$ cat src/rtl/lsu_ctrl_if.sv
// lsu_ctrl_if: bundles the three LSU-facing channels.
//   req_*  execute stage -> LSU (valid/ready, decoded load/store fields)
//   mem_*  LSU <-> single-port data memory (req/gnt, then rvalid)
//   rsp_*  LSU -> writeback (one-cycle completion pulse)
// Modports:
//   slave  : the LSU's view. It is the target of the execute-stage request
//            and drives the memory request and the writeback response.
//   master : the environment's view (execute stage, memory and writeback).
interface lsu_ctrl_if;
  logic        req_valid;
  logic        req_ready;
  logic        req_we;
  logic [31:0] req_addr;
  logic [31:0] req_wdata;
  logic [1:0]  req_size;
  logic        req_unsigned;
  logic [4:0]  req_rd;

  logic        mem_req;
  logic        mem_gnt;
  logic        mem_we;
  logic [31:0] mem_addr;
  logic [3:0]  mem_be;
  logic [31:0] mem_wdata;
  logic        mem_rvalid;
  logic [31:0] mem_rdata;

  logic        rsp_valid;
  logic [4:0]  rsp_rd;
  logic        rsp_wb;
  logic [31:0] rsp_rdata;
  logic        rsp_err;

  modport slave (
    input  req_valid, req_we, req_addr, req_wdata, req_size, req_unsigned, req_rd,
    output req_ready,
    output mem_req, mem_we, mem_addr, mem_be, mem_wdata,
    input  mem_gnt, mem_rvalid, mem_rdata,
    output rsp_valid, rsp_rd, rsp_wb, rsp_rdata, rsp_err
  );

  modport master (
    output req_valid, req_we, req_addr, req_wdata, req_size, req_unsigned, req_rd,
    input  req_ready,
    input  mem_req, mem_we, mem_addr, mem_be, mem_wdata,
    output mem_gnt, mem_rvalid, mem_rdata,
    input  rsp_valid, rsp_rd, rsp_wb, rsp_rdata, rsp_err
  );
endinterface

$ cat src/rtl/lsu_ctrl.sv
// lsu_ctrl: non-pipelined load/store sequencer between execute and a
// single-port data memory. One access outstanding at a time.
//   clk, rst_n : clock (rising edge), asynchronous active-low reset
//   bus        : lsu_ctrl_if.slave -- request in, memory req/gnt/rvalid,
//                writeback response out
// Parameters:
//   TIMEOUT    : cycles allowed waiting for rvalid after grant before the
//                access is aborted with an error; 0 disables (0..65535)
// Flow: IDLE -accept-> REQ -gnt-> WAIT -rvalid/timeout-> RESP -> IDLE.
// Misaligned or illegal-size requests skip memory: IDLE -> RESP with error.
// Every output is decoded from state or registered request fields, so there
// is no combinational path from any input to any output.

// Per-byte-lane byte-enable and store-data steering. Lane LANE takes the
// store byte that lands on it after shifting left by the byte offset; the
// rotation fills unused lanes with copies, which BE masks out.
module lsu_lane #(
  parameter int unsigned LANE = 0
) (
  input  logic [1:0]  size,
  input  logic [1:0]  off,
  input  logic [31:0] wdata,
  output logic        be,
  output logic [7:0]  wbyte
);
  logic [1:0] lane_idx;
  logic [1:0] sel;

  assign lane_idx = 2'(LANE);
  assign sel      = lane_idx - off;
  assign wbyte    = wdata[{sel, 3'b000} +: 8];

  always_comb begin
    be = 1'b0;
    case (size)
      2'b00:   be = (off == lane_idx);
      2'b01:   be = (off == lane_idx) || ((off + 2'd1) == lane_idx);
      2'b10:   be = 1'b1;
      default: be = 1'b0;
    endcase
  end
endmodule

module lsu_ctrl #(
  parameter int unsigned TIMEOUT = 256
) (
  input logic       clk,
  input logic       rst_n,
  lsu_ctrl_if.slave bus
);
  localparam int unsigned NUM_LANES = 4;
  localparam logic [15:0] TMO_LAST  = (TIMEOUT == 0) ? 16'd0 : 16'(TIMEOUT - 1);

  typedef enum logic [1:0] {S_IDLE, S_REQ, S_WAIT, S_RESP} state_t;

  typedef struct packed {
    logic        we;
    logic [31:0] addr;
    logic [1:0]  size;
    logic        uns;
    logic [4:0]  rd;
  } req_t;

  state_t state_q, state_d;
  req_t   req_q;
  logic [NUM_LANES-1:0]      be_q;
  logic [31:0]               wdata_q;
  logic [31:0]               rdata_q;
  logic                      err_q;
  logic [15:0]               cnt_q;

  logic [NUM_LANES-1:0]      lane_be;
  logic [NUM_LANES-1:0][7:0] lane_wdata;
  logic                      bad;
  logic                      tmo_hit;
  logic [31:0]               rshift;
  logic [31:0]               ld_data;

  // Steering from the live request; captured at accept.
  for (genvar l = 0; l < NUM_LANES; l++) begin : g_lane
    lsu_lane #(.LANE(l)) u_lane (
      .size  (bus.req_size),
      .off   (bus.req_addr[1:0]),
      .wdata (bus.req_wdata),
      .be    (lane_be[l]),
      .wbyte (lane_wdata[l])
    );
  end

  always_comb begin
    bad = 1'b0;
    case (bus.req_size)
      2'b01:   bad = bus.req_addr[0];
      2'b10:   bad = (bus.req_addr[1:0] != 2'b00);
      2'b11:   bad = 1'b1;
      default: bad = 1'b0;
    endcase
  end

  // rvalid has priority over a timeout landing in the same cycle.
  assign tmo_hit = (TIMEOUT != 0) && (cnt_q == TMO_LAST);

  // Load extraction uses registered offset/size so it depends on the
  // request that is actually in flight.
  assign rshift = bus.mem_rdata >> {req_q.addr[1:0], 3'b000};

  always_comb begin
    ld_data = rshift;
    case (req_q.size)
      2'b00:   ld_data = req_q.uns ? {24'd0, rshift[7:0]}
                                   : {{24{rshift[7]}}, rshift[7:0]};
      2'b01:   ld_data = req_q.uns ? {16'd0, rshift[15:0]}
                                   : {{16{rshift[15]}}, rshift[15:0]};
      default: ld_data = rshift;
    endcase
  end

  always_ff @(posedge clk or negedge rst_n) begin
    if (!rst_n) state_q <= S_IDLE;
    else        state_q <= state_d;
  end

  always_comb begin
    state_d = state_q;
    case (state_q)
      S_IDLE: if (bus.req_valid) state_d = bad ? S_RESP : S_REQ;
      S_REQ:  if (bus.mem_gnt)   state_d = S_WAIT;
      S_WAIT: if (bus.mem_rvalid || tmo_hit) state_d = S_RESP;
      S_RESP: state_d = S_IDLE;
      default: state_d = S_IDLE;
    endcase
  end

  always_ff @(posedge clk or negedge rst_n) begin
    if (!rst_n) begin
      req_q   <= '0;
      be_q    <= '0;
      wdata_q <= '0;
      rdata_q <= '0;
      err_q   <= 1'b0;
      cnt_q   <= '0;
    end else begin
      case (state_q)
        S_IDLE: if (bus.req_valid) begin
          req_q.we   <= bus.req_we;
          req_q.addr <= bus.req_addr;
          req_q.size <= bus.req_size;
          req_q.uns  <= bus.req_unsigned;
          req_q.rd   <= bus.req_rd;
          be_q       <= bad ? '0 : lane_be;
          wdata_q    <= bad ? '0 : lane_wdata;
          rdata_q    <= '0;
          err_q      <= bad;
          cnt_q      <= '0;
        end
        S_WAIT: begin
          // Saturate so a disabled watchdog never wraps into a false hit.
          if (cnt_q != 16'hFFFF) cnt_q <= cnt_q + 16'd1;
          if (bus.mem_rvalid)  rdata_q <= req_q.we ? 32'd0 : ld_data;
          else if (tmo_hit)    err_q   <= 1'b1;
        end
        default: ;
      endcase
    end
  end

  assign bus.req_ready = (state_q == S_IDLE);
  assign bus.mem_req   = (state_q == S_REQ);
  assign bus.mem_we    = req_q.we;
  assign bus.mem_addr  = {req_q.addr[31:2], 2'b00};
  assign bus.mem_be    = be_q;
  assign bus.mem_wdata = wdata_q;

  assign bus.rsp_valid = (state_q == S_RESP);
  assign bus.rsp_rd    = req_q.rd;
  assign bus.rsp_err   = (state_q == S_RESP) && err_q;
  assign bus.rsp_wb    = (state_q == S_RESP) && !req_q.we && !err_q && (req_q.rd != 5'd0);
  assign bus.rsp_rdata = (state_q == S_RESP) ? rdata_q : 32'd0;
endmodule

$ cat src/flat_wrapper.sv
// flat-port wrapper written by rule: the top's interface ports become plain ports
module lsu_ctrl_flat 
#(
  parameter int unsigned TIMEOUT = 256
)
  (clk, rst_n, bus_req_valid, bus_req_we, bus_req_addr, bus_req_wdata, bus_req_size, bus_req_unsigned, bus_req_rd, bus_req_ready, bus_mem_req, bus_mem_we, bus_mem_addr, bus_mem_be, bus_mem_wdata, bus_mem_gnt, bus_mem_rvalid, bus_mem_rdata, bus_rsp_valid, bus_rsp_rd, bus_rsp_wb, bus_rsp_rdata, bus_rsp_err);
  lsu_ctrl_if bus_i ();
  input logic clk;
  input logic rst_n;
  input wire logic [$bits(bus_i.req_valid)-1:0] bus_req_valid;
  input wire logic [$bits(bus_i.req_we)-1:0] bus_req_we;
  input wire logic [$bits(bus_i.req_addr)-1:0] bus_req_addr;
  input wire logic [$bits(bus_i.req_wdata)-1:0] bus_req_wdata;
  input wire logic [$bits(bus_i.req_size)-1:0] bus_req_size;
  input wire logic [$bits(bus_i.req_unsigned)-1:0] bus_req_unsigned;
  input wire logic [$bits(bus_i.req_rd)-1:0] bus_req_rd;
  output wire logic [$bits(bus_i.req_ready)-1:0] bus_req_ready;
  output wire logic [$bits(bus_i.mem_req)-1:0] bus_mem_req;
  output wire logic [$bits(bus_i.mem_we)-1:0] bus_mem_we;
  output wire logic [$bits(bus_i.mem_addr)-1:0] bus_mem_addr;
  output wire logic [$bits(bus_i.mem_be)-1:0] bus_mem_be;
  output wire logic [$bits(bus_i.mem_wdata)-1:0] bus_mem_wdata;
  input wire logic [$bits(bus_i.mem_gnt)-1:0] bus_mem_gnt;
  input wire logic [$bits(bus_i.mem_rvalid)-1:0] bus_mem_rvalid;
  input wire logic [$bits(bus_i.mem_rdata)-1:0] bus_mem_rdata;
  output wire logic [$bits(bus_i.rsp_valid)-1:0] bus_rsp_valid;
  output wire logic [$bits(bus_i.rsp_rd)-1:0] bus_rsp_rd;
  output wire logic [$bits(bus_i.rsp_wb)-1:0] bus_rsp_wb;
  output wire logic [$bits(bus_i.rsp_rdata)-1:0] bus_rsp_rdata;
  output wire logic [$bits(bus_i.rsp_err)-1:0] bus_rsp_err;
  assign bus_i.req_valid = bus_req_valid;
  assign bus_i.req_we = bus_req_we;
  assign bus_i.req_addr = bus_req_addr;
  assign bus_i.req_wdata = bus_req_wdata;
  assign bus_i.req_size = bus_req_size;
  assign bus_i.req_unsigned = bus_req_unsigned;
  assign bus_i.req_rd = bus_req_rd;
  assign bus_req_ready = bus_i.req_ready;
  assign bus_mem_req = bus_i.mem_req;
  assign bus_mem_we = bus_i.mem_we;
  assign bus_mem_addr = bus_i.mem_addr;
  assign bus_mem_be = bus_i.mem_be;
  assign bus_mem_wdata = bus_i.mem_wdata;
  assign bus_i.mem_gnt = bus_mem_gnt;
  assign bus_i.mem_rvalid = bus_mem_rvalid;
  assign bus_i.mem_rdata = bus_mem_rdata;
  assign bus_rsp_valid = bus_i.rsp_valid;
  assign bus_rsp_rd = bus_i.rsp_rd;
  assign bus_rsp_wb = bus_i.rsp_wb;
  assign bus_rsp_rdata = bus_i.rsp_rdata;
  assign bus_rsp_err = bus_i.rsp_err;
  lsu_ctrl #(.TIMEOUT(TIMEOUT)) u_core (.clk(clk), .rst_n(rst_n), .bus(bus_i));
endmodule
$ cat config.mk
export PLATFORM = sky130hd
export DESIGN_NAME = lsu_ctrl_flat
export DESIGN_NICKNAME = d
export VERILOG_FILES = /design/src/rtl/lsu_ctrl_if.sv /design/src/rtl/lsu_ctrl.sv /design/src/flat_wrapper.sv
export SDC_FILE = /design/constraint.sdc
export NUM_CORES = 1
export LEC_CHECK = 0
export CORE_MARGIN = 2
export CORE_UTILIZATION = 35
export CTS_CLUSTER_SIZE = 16
export DETAILED_ROUTE_END_ITERATION = 16
export PLACE_DENSITY = 0.74
export SLEW_MARGIN = 20
export SYNTH_ARGS = -nofsm -noshare
export SYNTH_HDL_FRONTEND = slang
export SYNTH_SLANG_ARGS = --single-unit
$ cat constraint.sdc
create_clock -name clk -period 3.4 [get_ports clk]
set_input_delay 0.34 -clock clk [delete_from_list [all_inputs] [get_ports clk]]
set_output_delay 0.34 -clock clk [all_outputs]
set_load 0.05 [all_outputs]
# --- Word-level counts from Yosys, hierarchy flattened ---
# Cells that the tools add are included.
totals:
  reg_bits: 128
  word_cells: 95
  in_bits: 110
  out_inout_bits: 111
classes:
  n_addsub: 6
  mux: 27
  n_eq_ne: 22
  shift: 5
  n_reduce_logical: 24
op_table:
  columns: ["operator", "n"]
  rows:
  - ["$mux W32", 7]
  - ["$pmux W32 S2", 2]
  - ["$shiftx A32 B6 Y8", 4]
  - ["$mux W16", 2]
  - ["$pmux W16 S2", 1]
  - ["$shr A32 B5 Y32", 1]
  - ["$add A16 B1 Y16 const B", 1]
  - ["$eq A16 B8 Y1 const B", 1]
  - ["$eq A2 B2 Y1 const B", 8]
  - ["$ne A16 B16 Y1 const B", 1]
  - ["$pmux W1 S3", 5]
  - ["$eq A2 B1 Y1 const B", 5]
  - ["$logic_not A2 Y1", 5]
  - ["$reduce_and A3 Y1", 3]
  - ["$mux W2", 4]
  - ["$ne A2 B1 Y1 const B", 4]
  - ["$pmux W2 S4", 1]
  - ["$ne A2 B2 Y1 const B", 3]
  - ["$logic_or A1 B1 Y1", 5]
  - ["$reduce_bool A5 Y1", 1]
  - ["$logic_and A1 B1 Y1", 4]
  - ["$mux W4", 1]
  - ["$reduce_and A4 Y1", 1]
  - ["$reduce_bool A2 Y1", 2]
  - ["other kinds (7)", 12]

# --- Logic depth before layout (Yosys ltp) ---
# Gate-level depths: netlist of the first run.
logic_depth:
  ltp_word: 6
  ltp_mapped: 10
  depth_no_buf: 6

# --- Modules after synthesis ---
# From an unflattened synthesis of the first run, not the netlist that was laid out.
hier_totals:
  cells_unflattened: 756
  hier_area_um2: 7244.4
by_module_without_submodules:
  columns: ["module", "n_inst", "area_per_inst_um2", "seq_area_each_um2", "cells_per_inst"]
  rows:
  - ["lsu_ctrl", 1, 6362.4, 3203.1, 703]
  - ["lsu_lane (u_core.g_lane[0].u_lane)", 1, 230.2, 0.0, 15]
  - ["lsu_lane (u_core.g_lane[2].u_lane)", 1, 226.5, 0.0, 14]
  - ["lsu_lane (u_core.g_lane[1].u_lane)", 1, 214.0, 0.0, 12]
  - ["lsu_lane (u_core.g_lane[3].u_lane)", 1, 211.5, 0.0, 12]

# --- Least setup slack after synthesis of the first run ---
# No wires, ideal clock.
synth_path:
  kind: "register to output"
  from: "register u_core.state_q[0]"
  to: "output bus_rsp_wb"
  setup_slack_ns: 0.459
  required_time_ns: 3.060
  path_buffers: 0
  path_stages_with_launch: 3
  t_arrival_ns: 2.601
  cell_sequence: "dfrtp_1 > ha_1 > nor4b_1"
synth_via:
  elab_chain_cells: 4
synth_lines:
  columns: ["element", "line_no", "text"]
  rows:
  - ["start: declaration", "lsu_ctrl.sv:64", "state_t state_q, state_d;"]
  - ["start signal: assignment", "lsu_ctrl.sv:120", "else state_q <= state_d;"]
  - ["$eq A2 B2 Y1", null, null]
  - ["net bus_rsp_valid", "flat_wrapper.sv:26", "output wire logic [$bits(bus_i.rsp_valid)-1:0] bus_rsp_valid;"]
  - ["$logic_and A1 B1 Y1 (3 in a row)", "lsu_ctrl.sv:177", "assign bus.rsp_wb = (state_q == S_RESP) && !req_q.we && !err_q && (req_q.rd != 5'd0);"]
  - ["end: declaration", "flat_wrapper.sv:28", "output wire logic [$bits(bus_i.rsp_wb)-1:0] bus_rsp_wb;"]
# The timed path passes the listed nets, and every way through them passes these cells.

# --- Worst setup path after layout of the first run ---
layout_path:
  from: "register u_core.state_q[0]"
  to: "output bus_rsp_rdata[26]"
layout_via:
  elab_chain_cells: 2
layout_lines:
  columns: ["element", "line_no", "text"]
  rows:
  - ["$eq A2 B2 Y1", "lsu_ctrl.sv:178", "assign bus.rsp_rdata = (state_q == S_RESP) ? rdata_q : 32'd0;"]
  - ["$mux W32", "lsu_ctrl.sv:178", null]
  - ["end: declaration", "flat_wrapper.sv:29", "output wire logic [$bits(bus_i.rsp_rdata)-1:0] bus_rsp_rdata;"]
# Every way passes these cells.

==> reports/qor.yml, run 1 <==
run_status:
  status: "completed"
drt:
  dr_total_vias: 5704
  drc: 0
  wire_per_inst_um: 17.3
  wl_um: 18800
  ant_nets: 0
  drt_pass1_iterations: 5
  avgViaCountPerCell: 5.24
  drt_iter0_drc: 291
placed_design:
  port_buffers: 218
  place_ws_ns: 0.892
  hpwlAfterDp_um: 13500
  gp_congestion: 0.873
synthesis:
  synth_area_um2: 7320
  synthCells: 642
  async_flop_share: 1.00
  synth-main-ff-cell: "dfrtp_1"
  ys_types: 54
  ys_warn_count: 0
  seq_area_frac_synth: 0.438
  synth_edf_count: 0
  synth-seq-cells: 128
  avgSynthCellArea_um2: 11.4
global_routing:
  grt_start_max_net_pins: 116
  overflow: 0
  grt_pass1_vias: 5746
  grt_usage: 0.174
  grt_antenna_before_repair: 0
  grt_pass1_wl_um: 30400
layout:
  multiInputGateArea_um2: 3560
  seq_area_um2: 3200
  drive_above_1_share: 0.175
  synthToLayoutAreaGrowth_pct: 36.5
  nets: 927
  fillCellCount: 1885
  antennaDiodeCount: 0
timing:
  rsz0062_at_grt: "false"
  hold_viol: 0
  slew_headroom: 0.374
  fin_crit_ns: 2.90
  tns_ns: 0
  maxSlewViolCount: 0
  clock-skew-final_ns: 0.00484
  tightest_slew_ns: 0.940
  max_clock_freq_ghz: 0.345
  period_share: 0.852
  setup_ws_ns: 0.504
  finalSetupViolCount: 0
floorplanning:
  io_pins: 221
  num_rows: 52
  fp.dieArea_um2: 22100
  coreArea_um2: 20400
  start_util: 0.359
  die_y_um: 149
  die_w_um: 149
clock_network:
  cts_tree: "yes"
  htree_num_levels: 4
  hold_buffers: 0
  post_cts_buffers: 0
  clock_latency_ns: 0.41
  cts_root_buffer: "clkbuf_16"
  cts-resized-gates: 0
  clk_pin_slew_ns: 0.06
  clockBufferDepth: 2
  clock_sinks: 128
  numCtsBuffers: 17
power:
  power_leakage_nw: 4.09
  worst_ir_drop_vdd_v: 0.000469
  power_density_nw_per_um2: 925
critical_path:
  crit_slowest_cell: "clkdlybuf4s50_1"
  cp.arrival_ns: 2.56
  critical_path_peak_fanout: 19
  endpoint_kind: "output pin"
  required_ns: 3.06
  worstSetupStartpointType: "register"
  crit_type: "reg -> out"
  slowest_delay_ns: 0.80
  crit_chain: "ha_1 -> buf_4 -> and2_1 -> clkdlybuf4s50_1"
worst_hold_path:
  worstHoldPathType: "in -> async"
job:
  cap_viol_max_count: 0
[worst paths after layout]
check                                    endpoint  depth (start not counted)  slack [ns]              start
max                             bus_rsp_rdata[26]                          4        0.50  u_core.state_q[0]
min                        u_core.bus.mem_addr[7]                          1        0.07              rst_n
max reg2reg                    u_core.rdata_q[31]                          6        0.92  u_core.state_q[0]
min reg2reg                     u_core.rdata_q[1]                          2        0.47  u_core.rdata_q[1]
max in group asynchronous    u_core.bus.rsp_rd[4]                          2        2.56              rst_n
min in group clk                  u_core.req_q[8]                          3        0.32    bus_req_addr[0]
[metrics by stage]
stage | instances | hold WS [ns] | utilization | power, mW | area, µm²
after global routing | 1088 | 0.144 | 0.491 | 9.75 | 9990
after detailed placement | 1058 | 0.466 | 0.464 | 7.59 | 9440
final | 1088 | 0.0688 | 0.491 | 9.24 | 9990
after global placement | 1058 | 0.457 | 0.464 | 7.52 | 9440
after CTS | 1088 | 0.143 | 0.490 | 9.34 | 9990
after floorplan | 643 | 0.0444 | - | 6.28 | 7320
[synthesized netlist by cell type (2+ instances only)]
cell | count | share of area
a21oi_1 | 29 | 0.020
and2_1 | 33 | 0.028
o2bb2ai_1 | 8 | 0.0096
a2111oi_0 | 2 | 0.0024
o32a_1 | 2 | 0.0027
inv_1 | 14 | 0.0072
buf_6 | 3 | 0.0046
mux2_2 | 47 | 0.072
clkbuf_1 | 20 | 0.010
buf_4 | 39 | 0.040
a211oi_1 | 5 | 0.0051
mux2i_1 | 28 | 0.038
nor2_1 | 13 | 0.0067
mux4_2 | 33 | 0.10
o21ai_1 | 10 | 0.0068
a22oi_1 | 16 | 0.016
nand4_1 | 6 | 0.0051
o21ai_2 | 10 | 0.012
and3_1 | 5 | 0.0043
o21ai_0 | 28 | 0.019
or4_1 | 5 | 0.0051
nand3_1 | 11 | 0.0075
a22o_1 | 32 | 0.038
or3_1 | 2 | 0.0017
nor4_1 | 4 | 0.0034
nand2b_1 | 6 | 0.0051
buf_1 | 5 | 0.0026
nor3_1 | 4 | 0.0027
nor4_2 | 2 | 0.0034
and4_1 | 3 | 0.0036
ha_1 | 10 | 0.017
dfrtp_1 | 128 | 0.44
buf_2 | 19 | 0.013
nand2_1 | 37 | 0.019
o22ai_1 | 4 | 0.0034
[flip-flops by register name, indices dropped and copies added, names as in the netlist]
signal                flops
u_core.bus.mem_addr      30
u_core.bus.mem_be         4
u_core.bus.mem_wdata     32
u_core.bus.mem_we         1
u_core.bus.rsp_rd         5
u_core.cnt_q             16
u_core.err_q              1
u_core.rdata_q           32
u_core.req_q              5
u_core.state_q            2
[layout make-up]
type	count	share of cell area
Tap cell	270	0.0338
Sequential cell	128	0.321
Clock inverter	10	0.00902
Clock buffer	20	0.0457
Timing Repair Buffer	231	0.229
Inverter	14	0.00526
Multi-Input combinational cell	415	0.356
[cells in the final DEF (no fill, tap or decap), types with 16 or more instances in the layout]
master | synthesis | layout
dfrtp_1 | 128 | 128
a22oi_1 | 16 | 16
and2_1 | 33 | 33
nand2_1 | 37 | 36
a21oi_1 | 29 | 29
clkbuf_16 | 0 | 17
a22o_1 | 32 | 32
o21ai_0 | 28 | 28
mux2i_1 | 28 | 28
clkdlybuf4s50_1 | 0 | 216
mux4_2 | 33 | 33
mux2_2 | 47 | 47
[logic make-up after synthesis]
group,count (synthesis),synth area share
compound gates,153,0.144
simple gates,141,0.108
flops,128,0.438
mux,109,0.215
buf+inv,100,0.0776
fa+ha+maj,10,0.0171
other cells,1,0.000513
[per-layer routing]
layer	up-vias	wire [µm]	track usage
li1	2680	-	-
met1	2759	8260	0.230
met2	240	8730	0.275
met3	25	1470	0.0479
met4	0	385	0.0652
met5	-	0	0
[critical path, delay by kind of cell, from the launching register on]
family,cells,cell delay (ns)
and+or+nand+nor,1,0.14
DFF,1,0.39
buffers and inverters,2,1.08
adders and majority gates,1,0.53
[report_power, final]
group / leakage (nW) / internal (mW) / switching [mW] / total (mW)
sequential: 1.66 / 2.17 / 0.441 / 2.61
combinational: 2.17 / 1.85 / 3.08 / 4.93
clock: 0.264 / 1.03 / 0.671 / 1.70
Power figures use the tool's default switching activity.
==> run 2, diff against run 1 <==
--- a/config.mk
+++ b/config.mk
@@ -7,9 +7,9 @@
 export LEC_CHECK = 0
 export CORE_MARGIN = 2
 export CORE_UTILIZATION = 35
-export CTS_CLUSTER_SIZE = 16
+export CTS_CLUSTER_SIZE = 10
 export DETAILED_ROUTE_END_ITERATION = 16
-export PLACE_DENSITY = 0.74
+export PLACE_DENSITY = 0.76
 export SLEW_MARGIN = 20
 export SYNTH_ARGS = -nofsm -noshare
 export SYNTH_HDL_FRONTEND = slang
==> constraint.sdc (replaced) <==
create_clock -name clk -period 2.4 [get_ports clk]
set_input_delay 0.24 -clock clk [delete_from_list [all_inputs] [get_ports clk]]
set_output_delay 0.24 -clock clk [all_outputs]
set_load 0.05 [all_outputs]
==> reports/qor.yml, run 2 (synthesis gave the netlist of run 1 again) <==
run_status:
  status: "completed"
critical_path:
  crit_buf_inv: 2
  crit_chain: "inv_1 -> ha_1 -> clkdlybuf4s50_1"
  cp.arrival_ns: 1.90
  worstSetupStartpointType: "register"
  required_ns: 2.16
  endpoint_kind: "output pin"
  crit_slowest_cell: "clkdlybuf4s50_1"
  critical_path_peak_fanout: 3
  crit_family: "buffers and inverters"
  crit_type: "reg -> out"
  slowest_delay_ns: 0.82
clock_network:
  cts-resized-gates: 0
  clock_latency_ns: 0.41
  numCtsBuffers: 17
  htree_num_levels: 4
  cts_root_buffer: "clkbuf_16"
  clock_sinks: 128
  cts_tree: "yes"
  clockBufferDepth: 2
  clk_pin_slew_ns: 0.05
global_routing:
  grt_antenna_before_repair: 0
  grt_usage: 0.184
  grt_start_max_net_pins: 55
  overflow: 0
  grt_pass1_wl_um: 32100
  grt_pass1_vias: 5896
power:
  worst_ir_drop_vdd_v: 0.000716
  power_leakage_nw: 4.33
  power_density_nw_per_um2: 1290
drt:
  wire_per_inst_um: 18.3
  wl_um: 20100
  avgViaCountPerCell: 5.34
  ant_nets: 0
  dr_total_vias: 5859
  drc: 0
  drt_pass1_iterations: 5
  drt_iter0_drc: 358
timing:
  finalSetupViolCount: 0
  tightest_slew_ns: 1.01
  rsz0062_at_grt: "false"
  max_clock_freq_ghz: 0.467
  period_share: 0.892
  hold_viol: 0
  slew_headroom: 0.324
  fin_crit_ns: 2.14
  maxSlewViolCount: 0
  clock-skew-final_ns: 0.00704
  setup_ws_ns: 0.258
  tns_ns: 0
floorplanning:
  fp.dieArea_um2: 22100
  start_util: 0.359
  coreArea_um2: 20400
  die_y_um: 149
  num_rows: 52
  io_pins: 221
  die_w_um: 149
layout:
  drive_above_1_share: 0.227
  synthToLayoutAreaGrowth_pct: 42.8
  final_common_cell: "clkdlybuf4s50_1"
  mostFrequentLayoutCells: "clkdlybuf4s50_1 (180), dfrtp_1 (128), mux2_2 (47)"
  antennaDiodeCount: 0
  nets: 938
placed_design:
  gp_congestion: 0.867
  hpwlAfterDp_um: 14900
  port_buffers: 218
  place_ws_ns: 0.184
job:
  cap_viol_max_count: 0
worst_hold_path:
  worstHoldPathType: "in -> reg"
-- run 2: cell types whose count changed in the layout (fill, tap and decap cells not counted) --
cell	previous run	this run
dlygate4sd3_1	0	1
buf_12	1	37
clkinv_4	2	0
buf_4	12	23
clkdlybuf4s50_1	216	180
nor4b_1	1	0
nor4b_2	0	1
clkinvlp_4	3	1
bufinv_16	1	2
-- run 2: what timing repair did --
item,CTS,global route
hold buffers,1,0
setup endpoints to repair,0,0
setup buffers,0,0
hold endpoints to repair,39,0
-- run 2: layout make-up --
type,instances,area [µm²]
Fill cell,1771,9920
Multi-Input combinational cell,415,3570
Sequential cell,128,3200
Timing Repair Buffer,242,2730
Clock buffer,21,470
Tap cell,270,338
Clock inverter,7,87.6
Inverter,14,52.6
-- run 2: layer usage --
layer | wire (µm) | GRT usage | vias to the layer above | share of wire
li1 | - | - | 2690 | -
met3 | 1720 | 0.0537 | 23 | 0.085
met2 | 9600 | 0.297 | 280 | 0.48
met1 | 8460 | 0.245 | 2866 | 0.42
met4 | 341 | 0.0495 | 0 | 0.017
met5 | 0 | 0 | - | 0
-- run 2: tightest hold or removal path: stages --
cell and delay, ns:
buf_2 0.09, inv_1 0.12, o21ai_0 0.21
-- run 2: worst paths after layout --
path,start,end,slack (ns),cells past startpoint
worst min register to register,u_core.rdata_q[7],u_core.rdata_q[7],0.46,2
worst max-delay path,u_core.state_q[1],bus_mem_req,0.26,3
worst max register to register,u_core.state_q[0],u_core.rdata_q[19],0.28,6
max in group asynchronous,rst_n,u_core.rdata_q[31],1.26,3
min in group asynchronous,rst_n,u_core.rdata_q[15],0.38,2
worst min-delay path,bus_req_addr[0],u_core.req_q[8],0.30,3
-- run 2: metrics by stage --
step,area [µm²],utilization,power [mW],hold WS [ns],cells
after global placement,9880,0.485,11.0,0.279,1068
final,10400,0.513,13.5,0.304,1097
after floorplan,7330,-,8.90,-0.0556,643
after detailed placement,9880,0.485,11.1,0.283,1068
after global routing,10400,0.513,14.2,0.326,1097
after CTS,10400,0.513,13.6,0.304,1097
-- run 2: power breakdown --
part / total (mW) / switching [mW] / internal (mW)
sequential: 3.67 / 0.591 / 3.08
clock: 2.46 / 0.885 / 1.58
combinational: 7.38 / 4.51 / 2.87
==> run 3, diff against run 2 <==
--- a/config.mk
+++ b/config.mk
@@ -10,6 +10,7 @@
 export CTS_CLUSTER_SIZE = 10
 export DETAILED_ROUTE_END_ITERATION = 16
 export PLACE_DENSITY = 0.76
+export SKIP_LAST_GASP = 1
 export SLEW_MARGIN = 20
 export SYNTH_ARGS = -nofsm -noshare
 export SYNTH_HDL_FRONTEND = slang
==> constraint.sdc (replaced) <==
create_clock -name clk -period 1.95 [get_ports clk]
set_input_delay 0.195 -clock clk [delete_from_list [all_inputs] [get_ports clk]]
set_output_delay 0.195 -clock clk [all_outputs]
set_load 0.05 [all_outputs]
==> reports/qor.yml, run 3 (synthesis gave the netlist of run 1 again) <==
floorplanning:
  coreArea_um2: 20400
  die_y_um: 149
  die_w_um: 149
  fp.dieArea_um2: 22100
  io_pins: 221
  start_util: 0.359
  num_rows: 52
drt:
  drt_pass1_iterations: 5
  wire_per_inst_um: 18.4
  ant_nets: 0
  drt_iter0_drc: 313
  wl_um: 20600
  highest_layer: "met4"
  wl_met2_um: 10200
  dr_total_vias: 5886
  drc: 0
  wl_met1_um: 8610
  avgViaCountPerCell: 5.26
  dr_wl_met3_um: 1400
critical_path:
  critPathLaunch: "u_core.bus.rsp_rd[0]"
  endpoint_kind: "output pin"
  crit_slowest_cell: "or4_4"
  crit_type: "reg -> out"
  slowest_delay_ns: 0.55
  ff2ff_setup_slack_ns: 0.06
  required_ns: 1.75
  rr_worst_depth: 7
  crit_buf_inv: 2
  crit_family: "simple AND/OR/NAND/NOR gates"
  cp.arrival_ns: 1.76
  critical_path_peak_fanout: 2
  worstSetupStartpointType: "register"
  reg2reg_from: "u_core.state_q[1]"
  timing.rr.end: "u_core.rdata_q[23]"
  crit_chain: "or4_4 -> nor2_4 -> buf_6 -> nor4b_4 -> buf_12"
clock_network:
  cts_tree: "yes"
  cts_root_buffer: "clkbuf_16"
  clockBufferDepth: 2
  clock_latency_ns: 0.42
  numCtsBuffers: 17
  clk_pin_slew_ns: 0.06
  clock_sinks: 128
  htree_num_levels: 4
layout:
  fillCellCount: 1735
  final_common_cell: "clkdlybuf4s50_1"
  layout.cells.non_filler: 1119
  antennaDiodeCount: 0
  drive_above_1_share: 0.259
  nets: 956
  synthToLayoutAreaGrowth_pct: 47.4
  mostFrequentLayoutCells: "clkdlybuf4s50_1 (177), dfrtp_1 (127), mux2_2 (47)"
global_routing:
  grt_pass1_wl_um: 32000
  overflow: 0
  grt_start_max_net_pins: 55
  grt_pass1_vias: 6024
  grt_antenna_before_repair: 0
  grt_usage: 0.184
timing:
  rsz0062_at_grt: "true"
  setup_ws_ns: -0.00679
  slew_headroom: 0.603
  period_share: 1.00
  tns_ns: -0.00679
  finalSetupViolCount: 1
  tightest_slew_ns: 0.593
  maxSlewViolCount: 0
  hold_viol: 0
  max_clock_freq_ghz: 0.511
  fin_crit_ns: 1.96
  clock-skew-final_ns: 0.00897
power:
  p_int_mw: 9.53
  power_leakage_nw: 4.48
  power_density_nw_per_um2: 1600
  worst_ir_drop_vdd_v: 0.000770
  pwr-share-clk: 0.173
  comb_power_share: 0.564
  switchingPower_mw: 7.69
  seq_power_share: 0.262
  total_power_mw: 17.2
  swShare: 0.447
worst_hold_path:
  min-delay-start: "bus_req_addr[0]"
  min_path_cells: 4
  holdPathEnd: "u_core.req_q[8]"
  worstHoldPathType: "in -> reg"
job:
  cap_viol_max_count: 0
run_status:
  violations: "negative setup slack"
  status: "finished, violations left"
placed_design:
  dpl.cell_count: 1082
  hpwlAfterDp_um: 14900
  port_buffers: 218
  place_ws_ns: -0.000405
  gp_congestion: 0.902
-- run 3: cell count changes in the layout (fill, tap and decap cells not counted), moves of 3 or more --
cell	delta
buf_12	+8
buf_4	+7
clkbuf_8	-3
clkdlybuf4s50_1	-3
clkinv_4	+4
ha_1	-3
ha_4	+3
-- run 3: cell type report --
cell class	count	area, µm²	area share
tap	270	338	0.0313
clock buffer	19	433	0.0401
clock inverter	13	115	0.0107
inverter	14	52.6	0.00487
timing repair buffer	260	3000	0.278
sequential	128	3200	0.297
multi-input combinational	415	3640	0.338
-- run 3: how the worst max path moves through the flow --
stage	end	slack, ns	cells past startpoint
2_1_floorplan	u_core.rdata_q[21]	-0.03	9
3_3_place_gp	u_core.rdata_q[22]	0.04	6
3_5_place_dp	u_core.rdata_q[23]	-0.0004	6
4_1_cts	bus_rsp_wb	-0.03	5
5_1_grt	bus_rsp_wb	-0.05	5
6_report	bus_rsp_wb	-0.007	5
-- run 3: worst register-to-register path: stages, from the launching register on --
cell and delay, ns:
dfrtp_2 0.42, inv_2 0.08, ha_4 0.19, nor2b_4 0.15
or3b_1 0.44, buf_12 0.20, a22oi_1 0.22, o21ai_2 0.07
-- run 3: per-stage QoR --
step,hold slack [ns],cell area [µm²],utilization
after global placement,0.196,10100,0.496
after CTS,0.240,10700,0.525
after detailed placement,0.191,10100,0.496
final,0.264,10800,0.530
after floorplan,-0.101,7410,-
after global routing,0.290,10800,0.530
-- run 3: power by group through the flow --
stage                     Sequential [mW]  Clock (mW)  Combinational (mW)
after floorplan                      5.44           0                5.60
after global placement               4.49           0                9.36
after detailed placement             4.53           0                9.50
after CTS                            4.51        3.05                9.59
after global routing                 4.66        3.18                10.2
final                                4.52        2.99                9.72
-- run 3: what timing repair did --
item / in CTS / in global routing
endpoints found under the hold margin: 52 / 0
cloned: 0 / 1
hold buffers: 1 / 0
buffers inserted: 2 / 1
gates resized for setup: 6 / 13
setup endpoints to repair: 6 / 16
-- run 3: routing by layer --
| metal | global-route usage | up-vias |
|---|---|---|
| met5 | 0 | - |
| met1 | 0.232 | 2892 |
| met4 | 0.0533 | 0 |
| li1 | - | 2739 |
| met2 | 0.312 | 227 |
| met3 | 0.0494 | 28 |
